==> src/rtl/traffic_phase_scheduler.sv <==
// Four-approach traffic phase scheduler: ALLRED -> GREEN -> YELLOW rotation with
// call latching, presence-based green extension and emergency preemption.
module traffic_phase_scheduler #(
    parameter int unsigned GREEN_MIN = 8,
    parameter int unsigned GREEN_MAX = 20,
    parameter int unsigned YELLOW_T  = 4,
    parameter int unsigned ALLRED_T  = 2,
    parameter int unsigned TW        = 8
) (
    input  logic          clk,
    input  logic          reset,
    input  logic [3:0]    req,
    input  logic [3:0]    ext,
    input  logic          emg,
    input  logic [1:0]    emg_dir,
    output logic [3:0]    r,
    output logic [3:0]    y,
    output logic [3:0]    g,
    output logic [3:0]    gnt,
    output logic [1:0]    phase,
    output logic [TW-1:0] c
);

    typedef enum logic [1:0] {
        StAllRed = 2'b00,
        StGreen  = 2'b01,
        StYellow = 2'b10
    } state_e;

    // Last timer value of each timed interval (exit happens at the end of that cycle)
    localparam logic [TW-1:0] AllRedLast   = TW'(ALLRED_T - 1);
    localparam logic [TW-1:0] GreenMinLast = TW'(GREEN_MIN - 1);
    localparam logic [TW-1:0] GreenMaxLast = TW'(GREEN_MAX - 1);
    localparam logic [TW-1:0] YellowLast   = TW'(YELLOW_T - 1);
    localparam logic [TW-1:0] TimerMax     = '1;

    state_e        state_q, state_d;
    logic [1:0]    cur_q, cur_d;
    logic [3:0]    pend_q, pend_d;
    logic [TW-1:0] c_q, c_d;

    logic [3:0]    cur_onehot;
    logic [3:0]    green_mask;
    logic [3:0]    pend_view;
    logic          other_pend;
    logic          pick_valid;
    logic [1:0]    pick_idx;
    logic          enter_green;
    logic [3:0]    enter_mask;

    assign cur_onehot = 4'b0001 << cur_q;
    // Calls from the approach currently showing green are ignored
    assign green_mask = (state_q == StGreen) ? cur_onehot : 4'b0000;
    // Latched calls plus calls arriving this cycle, so a call in the ALLRED exit
    // cycle is served on the very next edge
    assign pend_view  = pend_q | (req & ~green_mask);
    assign other_pend = |(pend_q & ~cur_onehot);

    // Round-robin pick: first pending approach after cur, cur itself last
    always_comb begin
        pick_valid = 1'b0;
        pick_idx   = cur_q;
        for (int k = 1; k <= 4; k++) begin
            if (!pick_valid && pend_view[cur_q + 2'(k)]) begin
                pick_valid = 1'b1;
                pick_idx   = cur_q + 2'(k);
            end
        end
    end

    // State, served approach, pending calls and phase timer
    always_ff @(posedge clk or negedge reset) begin
        if (!reset) begin
            state_q <= StAllRed;
            cur_q   <= 2'd0;
            pend_q  <= 4'b0000;
            c_q     <= '0;
        end else begin
            state_q <= state_d;
            cur_q   <= cur_d;
            pend_q  <= pend_d;
            c_q     <= c_d;
        end
    end

    // Next-state and next served approach
    always_comb begin
        state_d = state_q;
        cur_d   = cur_q;
        case (state_q)
            StAllRed: begin
                if (c_q >= AllRedLast) begin
                    if (emg) begin
                        state_d = StGreen;
                        cur_d   = emg_dir;
                    end else if (pick_valid) begin
                        state_d = StGreen;
                        cur_d   = pick_idx;
                    end
                end
            end
            StGreen: begin
                if (emg) begin
                    // Preempt: leave at once unless this approach is the preempt target
                    if (emg_dir != cur_q) begin
                        state_d = StYellow;
                    end
                end else if ((c_q >= GreenMinLast) && other_pend &&
                             (!ext[cur_q] || (c_q >= GreenMaxLast))) begin
                    state_d = StYellow;
                end
            end
            StYellow: begin
                if (c_q >= YellowLast) begin
                    state_d = StAllRed;
                end
            end
            default: begin
                state_d = StAllRed;
            end
        endcase
    end

    // Timer restarts on every state change and saturates at its maximum
    always_comb begin
        if (state_d != state_q) begin
            c_d = '0;
        end else if (c_q == TimerMax) begin
            c_d = c_q;
        end else begin
            c_d = c_q + TW'(1);
        end
    end

    // Pending latch: set by calls, cleared when the approach enters green (clear wins)
    always_comb begin
        enter_green = (state_d == StGreen) && (state_q != StGreen);
        enter_mask  = enter_green ? (4'b0001 << cur_d) : 4'b0000;
        pend_d      = pend_view & ~enter_mask;
    end

    // Lamp, grant and status decode from registered state only
    always_comb begin
        r     = 4'b1111;
        y     = 4'b0000;
        g     = 4'b0000;
        gnt   = 4'b0000;
        phase = state_q;
        c     = c_q;
        case (state_q)
            StGreen: begin
                g = cur_onehot;
                r = ~cur_onehot;
                // Timer is zero only in the first cycle of a state
                if (c_q == '0) begin
                    gnt = cur_onehot;
                end
            end
            StYellow: begin
                y = cur_onehot;
                r = ~cur_onehot;
            end
            default: begin
                r = 4'b1111;
            end
        endcase
    end

    // Exactly one lamp lit per approach
    lamp_onehot_a : assert property (@(posedge clk) disable iff (!reset)
        ((r | y | g) == 4'b1111) && (((r & y) | (r & g) | (y & g)) == 4'b0000));

endmodule

==> config.mk <==
export PLATFORM = sky130hd
export DESIGN_NAME = traffic_phase_scheduler
export DESIGN_NICKNAME = d
export VERILOG_FILES = /design/src/rtl/traffic_phase_scheduler.sv
export SDC_FILE = /design/constraint.sdc
export NUM_CORES = 1
export LEC_CHECK = 0
export ABC_AREA = 1
export CAP_MARGIN = 20
export CORE_MARGIN = 4
export CORE_UTILIZATION = 54
export CTS_BUF_LIST = sky130_fd_sc_hd__clkbuf_16
export DETAILED_ROUTE_END_ITERATION = 7
export PLACE_DENSITY = 0.86
export SLEW_MARGIN = 20
export SYNTH_ARGS = -nofsm -noshare
export SYNTH_HDL_FRONTEND = slang
export SYNTH_SLANG_ARGS = --single-unit
==> constraint.sdc <==
create_clock -name clk -period 5.3 [get_ports clk]
set_input_delay 1.59 -clock clk [delete_from_list [all_inputs] [get_ports clk]]
set_output_delay 1.59 -clock clk [all_outputs]
set_load 0.1 [all_outputs]
---- Word-level counts from Yosys, hierarchy flattened ----
Index checks and enable logic that the tools add are counted.
word-level totals
  bits in registers ....................... 16
  logic and storage cells ................. 86
cells by class
  add/sub/neg operators ................... 4
  order comparisons ....................... 8
  equal/unequal tests ..................... 8
  shifts and indexed selects .............. 2
  multiplexer cells ....................... 38
  bitwise operators ....................... 7
  reductions and logical operators ........ 15
operator list
  operator               number
  $mux W2                15
  $mux W4                6
  $mux W8                2
  $and A4 B4 Y4          3
  $lt A2 B3 Y1 const B   4
  $not A4 Y4             3
  $bmux W1 S2            5
  $mux W1                9
  $add A8 B1 Y8 const B  1
  $eq A8 B8 Y1 const B   1
  $ge A8 B1 Y1 const B   1
  $ge A8 B2 Y1 const B   1
  $ge A8 B3 Y1 const B   1
  $ge A8 B5 Y1 const B   1
  $logic_not A8 Y1       1
  $shl A1 B2 Y4 const A  2
  $logic_and A1 B1 Y1    6
  $pmux W2 S3            1
  $add A2 B2 Y2 const B  2
  $eq A2 B1 Y1 const B   2
  $logic_not A1 Y1       4
  $ne A2 B2 Y1           2
  $or A4 B4 Y4           1
  $reduce_or A4 Y1       1
  7 further kinds        7

---- Depth between registers and ports, before layout ----
Gate-level depths: netlist of the first run.
  depth after elaboration ................. 26
  gate-level depth with buffers ........... 17
  depth with buffers taken out ............ 17

---- Worst setup path before layout of the first run ----
No wires, ideal clock.
  path type ............................... register to output
  start point ............................. register state_q[0] (netlist: phase[0])
  end point ............................... output port gnt[0]
  data arrival time ....................... 2788 ps
  path slack .............................. 922 ps
  cell stages (with the launch flop) ...... 4
  path buffers ............................ 0
  cell sequence ........................... dfrtp_1 ha_1 nand2_2 nor2_1
on the way
  word-level cells in the longest chain between the ends .. 2
RTL lines
  element                 line  text
  from (decl)             37    state_e state_q, state_d;
  from (signal assigned)  74    state_q <= StAllRed;
  from (signal assigned)  79    state_q <= state_d;
  $eq A2 B1 Y1            150   case (state_q)
  $mux W4                 150
  to (decl)               19    output logic [3:0] gnt,
No other way between the ends.

---- Final worst setup path of the first run ----
  start point ............................. register cur_q[0]
  end point ............................... output port gnt[0]
on the way
  word-level cells in the longest chain between the ends .. 3
RTL lines
  element                 line  text
  from (decl)             38    logic [1:0] cur_q, cur_d;
  from (signal assigned)  80    cur_q <= cur_d;
  $shl A1 B2 Y4           51    assign cur_onehot = 4'b0001 << cur_q;
  $mux W4                 155   if (c_q == '0) begin
  $mux W4                 150
No other way between the ends.

==> metrics.md, run 1 <==
| Metric | Value |
|---|---|
| Status | finished clean |
| Worst slew pin tran | 0.972 ns |
| Slew margin rel. | 35.0% |
| Clock Latency Late Sink | 0.24 ns |
| First-pass DRT Iterations | 4 |
| Global-route usage over all layers | approximately a fifth |
| FP Rows | 19 |
| Fin crit period | ~4.3 ns |
| Synth unique cells | 22 |
| Syn nets | approximately 290 |
| Antenna cells | 0 |
| Crit path arrival time | 2.75 ns |
| H-tree level count | 1 |
| Power Density | around 660 nW/um^2 |
| Hold path cells | 2 |
| Core Region | 2850 um^2 |
| Crit-path max cell delay | about 0.96 ns |
| Power share of the sequential group | 14.9% |
| Area grow syn2layout | 29.3% |
| Synthesized netlist cell count | 259 |
| Reg-to-reg endpoint | pend_q[3] |
| Clock Tree Buf Depth | 2 |
| Clock Tree Root | clkbuf_16 |
| Warnings from Yosys | 0 |
| # IOs | 39 |
| Leakage power | 1.12 nW |
| Pin count of the biggest net entering global routing | 17 |
| # fillers | 227 |
| Commonest non-fill, non-tap cell in the layout | nand2_1 |
| Worst Hold Endpoint | pend_q[1] |
| Final worst slack | around 0.96 ns |
| Gates resized, CTS repair | 0 |
| Post-Place Setup Slack | 1.24 ns |
| HP Start | pend_q[1] |
| Synth area leaders | dfrtp_1, nand2_1, inv_1, ha_1, nand3_1 |
| GPL Wtd Cong | ~0.94 |
| Worst Reg-to-Reg Cells | 14 |
| Layout Nets | approximately 330 |
| Skew final | around 0.0017 ns |
| ANT nets after route | 0 |
| Max frequency | 230 MHz |
| Vias in the first global route | 1,565 |
| Post-Synth Adder-Cell Area | 9.83% |
| RSZ-0062 raised after global routing | false |
| Post-DP HPWL | 3220 um |
| Worst VDD drop | ~0.56 mV |
| Worst setup EP type | output pin |
| Final WL | 4010 um |
| Total congestion overflow | 0 |
| Slowest cell on crit path | clkdlybuf4s50_1 |
| Synth Cell Area | 1660 um^2 |
| CTS buffer count | 3 |
| Clk pwr share | 10.0% |
| DIE WIDTH | 63.4 um |
| Kind of critical path | reg -> out |
| Die H | 63.4 um |
| Comb pwr share | 75.0% |
| Worst EP required | around 3.7 ns |
| Synth top area share | 24.2% |
| CTS tree | built |
| Sequential fraction of the synthesis area | 24.2% |
| Post-synthesis simple-gate area fraction | between 40% and 50% |
| WL per Instance | 12.1 um |
| Routed vias | roughly 1,700 |
| Residual DRC | 0 |
| Setup crit start kind | flop |
| Main combinational cell family by area after synthesis | simple AND/OR/NAND/NOR gates |
| Max cap viols | 0 |
| Clock Pin Slew Worst Setup and Hold Paths | ~0.050 ns |
| Max Fanout on Critical Path | 13 |
| Number of max-slew violations in the final report | 0 |
| Net Sw Power | 0.000877 W |
| Top cell type by total area after synthesis | dfrtp_1 |
| Hold Crit Class | reg -> reg |
| Tcrit/Tclk final | a little over 80% |
| CP cell instances | clkinv_1 > ha_1 > nand2_2 > nor2_1 > clkdlybuf4s50_1 |
| Internal power | 0.000541 W |
| Worst r2r src | cur_q[0] |
| Yosys reg bits | 16 |
| Initial core utilization | roughly three fifths |
| Final setup fails | 0 |
| Antenna violations before repair | 0 |
| Starting DRT DRC Count | 73 |
| Die Footprint | 4020 um^2 |
| Syn Area/Cell | 6.39 um^2 |
| Post-synthesis mux area share | 0% |
| Setup TNS | 0 ns |
| Hold violation count in the final report | 0 |
| Flop2flop setup slack | 2.50 ns |
| First-pass GRT wire length | 6870 um |
| XOR/XNOR Fraction of Synth Area | 2.12% |
| Clock sink count | 16 |
| Mean number of vias per cell | 5.05 |
| Synth Area in Compound Gates | 6.95% |
| Share of cells above drive strength 1 | ~14% |
| Commonest cells after routing, fill and taps aside | nand2_1, inv_1, clkdlybuf4s50_1 |
| Post-CTS setup buffer count | 0 |
| Port Buffer Count | 38 |
| CTS Hold Buffers Added | 0 |
| Net Sw Frac | 61.8% |
[power by group through the flow]
stage,clock (W),sequential (W),combinational [W]
6_report,0.000142,0.000212,0.00106
5_1_grt,0.000149,0.000219,0.00116
4_1_cts,0.000144,0.000211,0.00106
3_5_place_dp,0,0.000212,0.00106
3_3_place_gp,0,0.000212,0.00105
2_1_floorplan,0,0.000276,0.000775
[cells in the mapped netlist]
cell type and instances:
inv_2 1, inv_1 49, nand3_2 10, dfrtp_1 16
xor2_1 2, nand2_1 68, nor3_1 2, a21oi_1 14
a31oi_1 1, nor2_1 21, nand3_1 22, ha_1 13
nand2_4 1, o21ai_0 6, nor2_4 1, nor2_2 8
xnor2_1 2, nand4_1 4, buf_2 1, clkinv_1 1
a21oi_2 1, nand2_2 15
[registers in the layout, summed over array words and instances, names as in the netlist]
| signal | flops |
|---|---|
| c | 8 |
| cur_q | 2 |
| pend_q | 4 |
| phase | 2 |
[stage by stage]
stage                     util (%)  power, W  instance area (um^2)  std cells  hold WS [ns]
final                         75.0   0.00142                  2140        330         0.562
after global routing          75.0   0.00153                  2140        330         0.579
after CTS                     75.0   0.00142                  2140        330         0.558
after detailed placement      72.4   0.00127                  2060        327         0.545
after global placement        72.4   0.00127                  2060        327         0.543
after floorplan                  -   0.00105                  1660        259         0.513
[worst max path at each step]
stage                        start     end  slack (ns)  cells past startpoint
after floorplan           phase[0]  gnt[0]        0.92                      3
after global placement    cur_q[0]  gnt[0]        1.26                      5
after detailed placement  cur_q[0]  gnt[0]        1.24                      5
after CTS                 cur_q[0]  gnt[0]        0.97                      5
after global routing      cur_q[0]  gnt[0]        0.80                      5
final                     cur_q[0]  gnt[0]        0.96                      5
[kinds of logic after synthesis]
family	Yosys count
and+or+nand+nor	152
adders and majority gates	13
buffers and inverters	52
DFF	16
xor gates and xnor gates	4
AOI/OAI and AO/OA	22
[per-layer routing]
metal  global-route usage [%]  part of all wire [%]
met1                     28.0                    46
met2                     33.4                    45
met3                     2.49                   5.8
met4                     12.9                   3.3
met5                        0                     0
[critical path, delay by kind of cell (launching register included)]
| kind | cells | cell delay [ns] |
|---|---|---|
| adder cells (fa/ha/maj) | 1 | 0.36 |
| buffers and inverters | 2 | 1.34 |
| AND/OR/NAND/NOR | 2 | 0.16 |
| flip-flops | 1 | 0.64 |
[final cells by class]
cell class / instances / area, um^2 / area share (%)
tap: 31 / 38.8 / 1.81
inverter: 51 / 191 / 8.95
clock buffer: 3 / 75.1 / 3.51
sequential: 16 / 400 / 18.7
multi-input combinational: 191 / 1060 / 49.5
timing repair buffer: 38 / 375 / 17.5
No activity file was read; power rests on OpenSTA's default activity.
==> inputs of run 2 (changes only) <==
--- a/config.mk
+++ b/config.mk
@@ -8,10 +8,10 @@
 export ABC_AREA = 1
 export CAP_MARGIN = 20
 export CORE_MARGIN = 4
-export CORE_UTILIZATION = 54
+export CORE_UTILIZATION = 45
 export CTS_BUF_LIST = sky130_fd_sc_hd__clkbuf_16
 export DETAILED_ROUTE_END_ITERATION = 7
-export PLACE_DENSITY = 0.86
+export PLACE_DENSITY = 0.76
 export SLEW_MARGIN = 20
 export SYNTH_ARGS = -nofsm -noshare
 export SYNTH_HDL_FRONTEND = slang
==> constraint.sdc (replaced) <==
create_clock -name clk -period 3.7 [get_ports clk]
set_input_delay 1.11 -clock clk [delete_from_list [all_inputs] [get_ports clk]]
set_output_delay 1.11 -clock clk [all_outputs]
set_load 0.1 [all_outputs]
==> run 2 against run 1 <==
  * Clock-buffer cell count is the same
  * Design area shrank 1.3%
  * Worst hold slack gained 0.0019 ns
  * First-iteration DRC count grew 6.8%
  * Largest cell class unchanged
  * Highest routed layer unchanged
==> metrics.md, run 2 (same netlist as run 1, synthesis figures left out) <==
| Metric | Value |
|---|---|
| Mean number of vias per cell | 4.85 (was 5.05) |
| Hold violation count in the final report | 0 (unchanged) |
| Hold Crit Class | reg -> reg (unchanged) |
| CTS tree | built (unchanged) |
| Clk pwr share | 10.3% (was 10.0%) |
| Clock Pin Slew Worst Setup and Hold Paths | 0.05 ns (about the same) |
| Vias in the first global route | 1,548 (was 1,565) |
| Post-CTS setup buffer count | 0 (unchanged) |
| # fillers | 330 (was 227) |
| Internal power | 0.000760 W (was 0.000541 W) |
| Gates resized, CTS repair | 0 (unchanged) |
| Residual DRC | 0 (unchanged) |
| Comb pwr share | 74.5% (was 75.0%) |
| Fin crit period | around 3.3 ns |
| CP cell instances | clkinv_1 > ha_1 > nand2_2 > nor2_2 > buf_4 (was clkinv_1 > ha_1 > nand2_2 > nor2_1 > clkdlybuf4s50_1) |
| First-pass DRT Iterations | 4 (unchanged) |
| Post-DP HPWL | 3440 um (was 3220 um) |
| Setup TNS | 0 ns (unchanged) |
| Power Density | 958 nW/um^2 (was 663 nW/um^2) |
| First-pass GRT wire length | 6890 um (was 6870 um) |
| Max cap viols | 0 (unchanged) |
| Slew margin rel. | 53.3% (was 35.0%) |
| Max reg flops | 8 (unchanged) |
| Starting DRT DRC Count | 78 (was 73) |
| Initial core utilization | 48.1% (was 58.0%) |
| Skew final | 0.00272 ns (was 0.00167 ns) |
| Net Sw Frac | 62.5% (was 61.8%) |
| Hold path cells | 2 (unchanged) |
| Max Fanout on Critical Path | 13 (unchanged) |
| Die Footprint | 4710 um^2 (was 4020 um^2) |
| GPL Wtd Cong | 0.862 (was 0.942) |
| Worst setup EP type | output pin (unchanged) |
| Tcrit/Tclk final | 88.4% |
| Area grow syn2layout | 27.6% (was 29.3%) |
| Final setup fails | 0 (unchanged) |
| Clock Tree Root | clkbuf_16 (unchanged) |
| Slowest cell on crit path | dfrtp_1 (was clkdlybuf4s50_1) |
| Max frequency | 306 MHz |
| Worst Reg-to-Reg Cells | 16 (was 14) |
| Final WL | 4130 um (was 4010 um) |
| Worst VDD drop | 0.531 mV (was 0.562 mV) |
| Global-route usage over all layers | 19.5% (was 21.3%) |
| Worst slew pin tran | 0.698 ns (was 0.972 ns) |
| Layout Nets | 327 (unchanged) |
| # IOs | 39 (unchanged) |
| Number of max-slew violations in the final report | 0 (unchanged) |
| Total congestion overflow | 0 (unchanged) |
| Top delay family on crit path | flip-flops (was buffers and inverters) |
| Crit path arrival time | 2.16 ns (was 2.75 ns) |
| CTS Hold Buffers Added | 0 (unchanged) |
| Port Buffer Count | 38 (unchanged) |
| Post-Place Setup Slack | 0.661 ns (was 1.24 ns) |
| Worst EP required | 2.59 ns (was 3.71 ns) |
| Clock Latency Late Sink | 0.24 ns (about the same) |
| H-tree level count | 1 (unchanged) |
| Critical path depth in cells | 5 (unchanged) |
| Crit-path max cell delay | 0.65 ns (was 0.96 ns) |
| FP Rows | 21 (was 19) |
| Power share of the sequential group | 15.2% (was 14.9%) |
| Setup crit start kind | flop (unchanged) |
| Placed insts | 342 (was 327) |
| Final worst slack | 0.429 ns (was 0.957 ns) |
| Leakage power | 1.17 nW (was 1.12 nW) |
| Routed vias | 1,679 (was 1,667) |
| Pin count of the biggest net entering global routing | 17 (unchanged) |
| Footprint of the multi-input gates | 1070 um^2 (was 1060 um^2) |
| RSZ-0062 raised after global routing | false (unchanged) |
| Antenna violations before repair | 0 (unchanged) |
| Antenna cells | 0 (unchanged) |
| Net Sw Power | 0.00126 W (was 0.000877 W) |
| Clock sink count | 16 (unchanged) |
| Share of cells above drive strength 1 | 23.3% (was 14.0%) |
| Final Instance Count excl. Fillers | 346 (was 330) |
| ANT nets after route | 0 (unchanged) |
| Core Region | 3440 um^2 (was 2850 um^2) |
| WL per Instance | 11.9 um (was 12.1 um) |
| CTS buffer count | 3 (unchanged) |
| Kind of critical path | reg -> out (unchanged) |
| CP Buf/Inv Count | 2 (unchanged) |
| FF/Latch Area | 400 um^2 (unchanged) |
| Commonest cells after routing, fill and taps aside | nand2_1, inv_1, buf_4 (was nand2_1, inv_1, clkdlybuf4s50_1) |
| Die H | 68.7 um (was 63.4 um) |
| Clock Tree Buf Depth | 2 (unchanged) |
| Commonest non-fill, non-tap cell in the layout | nand2_1 (unchanged) |
| Status | finished clean (unchanged) |
| DIE WIDTH | 68.7 um (was 63.4 um) |
[run 2: cell type report]
| cell class | instances | share of cell area, % |
|---|---|---|
| clock inverters | 1 | 0.178 |
| clock buffers | 3 | 3.55 |
| repair buffers | 38 | 14.9 |
| flip-flops and latches | 16 | 19.0 |
| multi-input cells | 191 | 50.6 |
| inverters | 51 | 9.06 |
| well taps | 46 | 2.73 |
[run 2: path summary, 6_finish.rpt]
check | from | to | slack, ns
max | cur_q[0] | gnt[0] | 0.43
min | pend_q[0] | pend_q[0] | 0.56
max reg2reg | cur_q[0] | c[6] | 0.81
min reg2reg | pend_q[0] | pend_q[0] | 0.56
max in group asynchronous | reset | c[2] | 1.97
min in group asynchronous | reset | c[6] | 1.29
[run 2: through the flow]
stage / cell area (um^2) / power [W] / util [%] / hold slack (ns)
CTS: 2110 / 0.00204 / 61.4 / 0.566
detailed placement: 2030 / 0.00182 / 59.1 / 0.553
floorplan: 1670 / 0.00151 / - / 0.513
global placement: 2030 / 0.00181 / 59.1 / 0.550
global route: 2110 / 0.00219 / 61.4 / 0.596
finish: 2110 / 0.00202 / 61.4 / 0.564
[run 2: tightest hold or removal path, delay by kind of cell, from the launching register on]
family	cells	cell delay, ns
AOI/OAI and AO/OA	2	0.16
DFF	1	0.36
[run 2: power groups by stage]
| stage | sequential [W] | clock (W) | combinational, W |
|---|---|---|---|
| finish | 0.000308 | 0.000208 | 0.00151 |
| global route | 0.000315 | 0.000223 | 0.00165 |
| CTS | 0.000307 | 0.000215 | 0.00151 |
| detailed placement | 0.000311 | 0 | 0.00151 |
| global placement | 0.000309 | 0 | 0.00150 |
| floorplan | 0.000396 | 0 | 0.00112 |
[run 2: per-layer routing]
metal,up-vias,global-route usage [%],share of wire [%]
met4,0,5.21,0.44
met1,754,24.9,45
met3,2,2.92,5.5
met5,-,0,0
met2,43,33.8,49
li1,880,-,-
==> inputs of run 3 (changes only) <==
--- a/config.mk
+++ b/config.mk
@@ -12,7 +12,6 @@
 export CTS_BUF_LIST = sky130_fd_sc_hd__clkbuf_16
 export DETAILED_ROUTE_END_ITERATION = 7
 export PLACE_DENSITY = 0.76
-export SLEW_MARGIN = 20
 export SYNTH_ARGS = -nofsm -noshare
 export SYNTH_HDL_FRONTEND = slang
 export SYNTH_SLANG_ARGS = --single-unit
==> results of run 3 <==
Same layout as run 2: the final DEF is identical, and so are final timing and power.
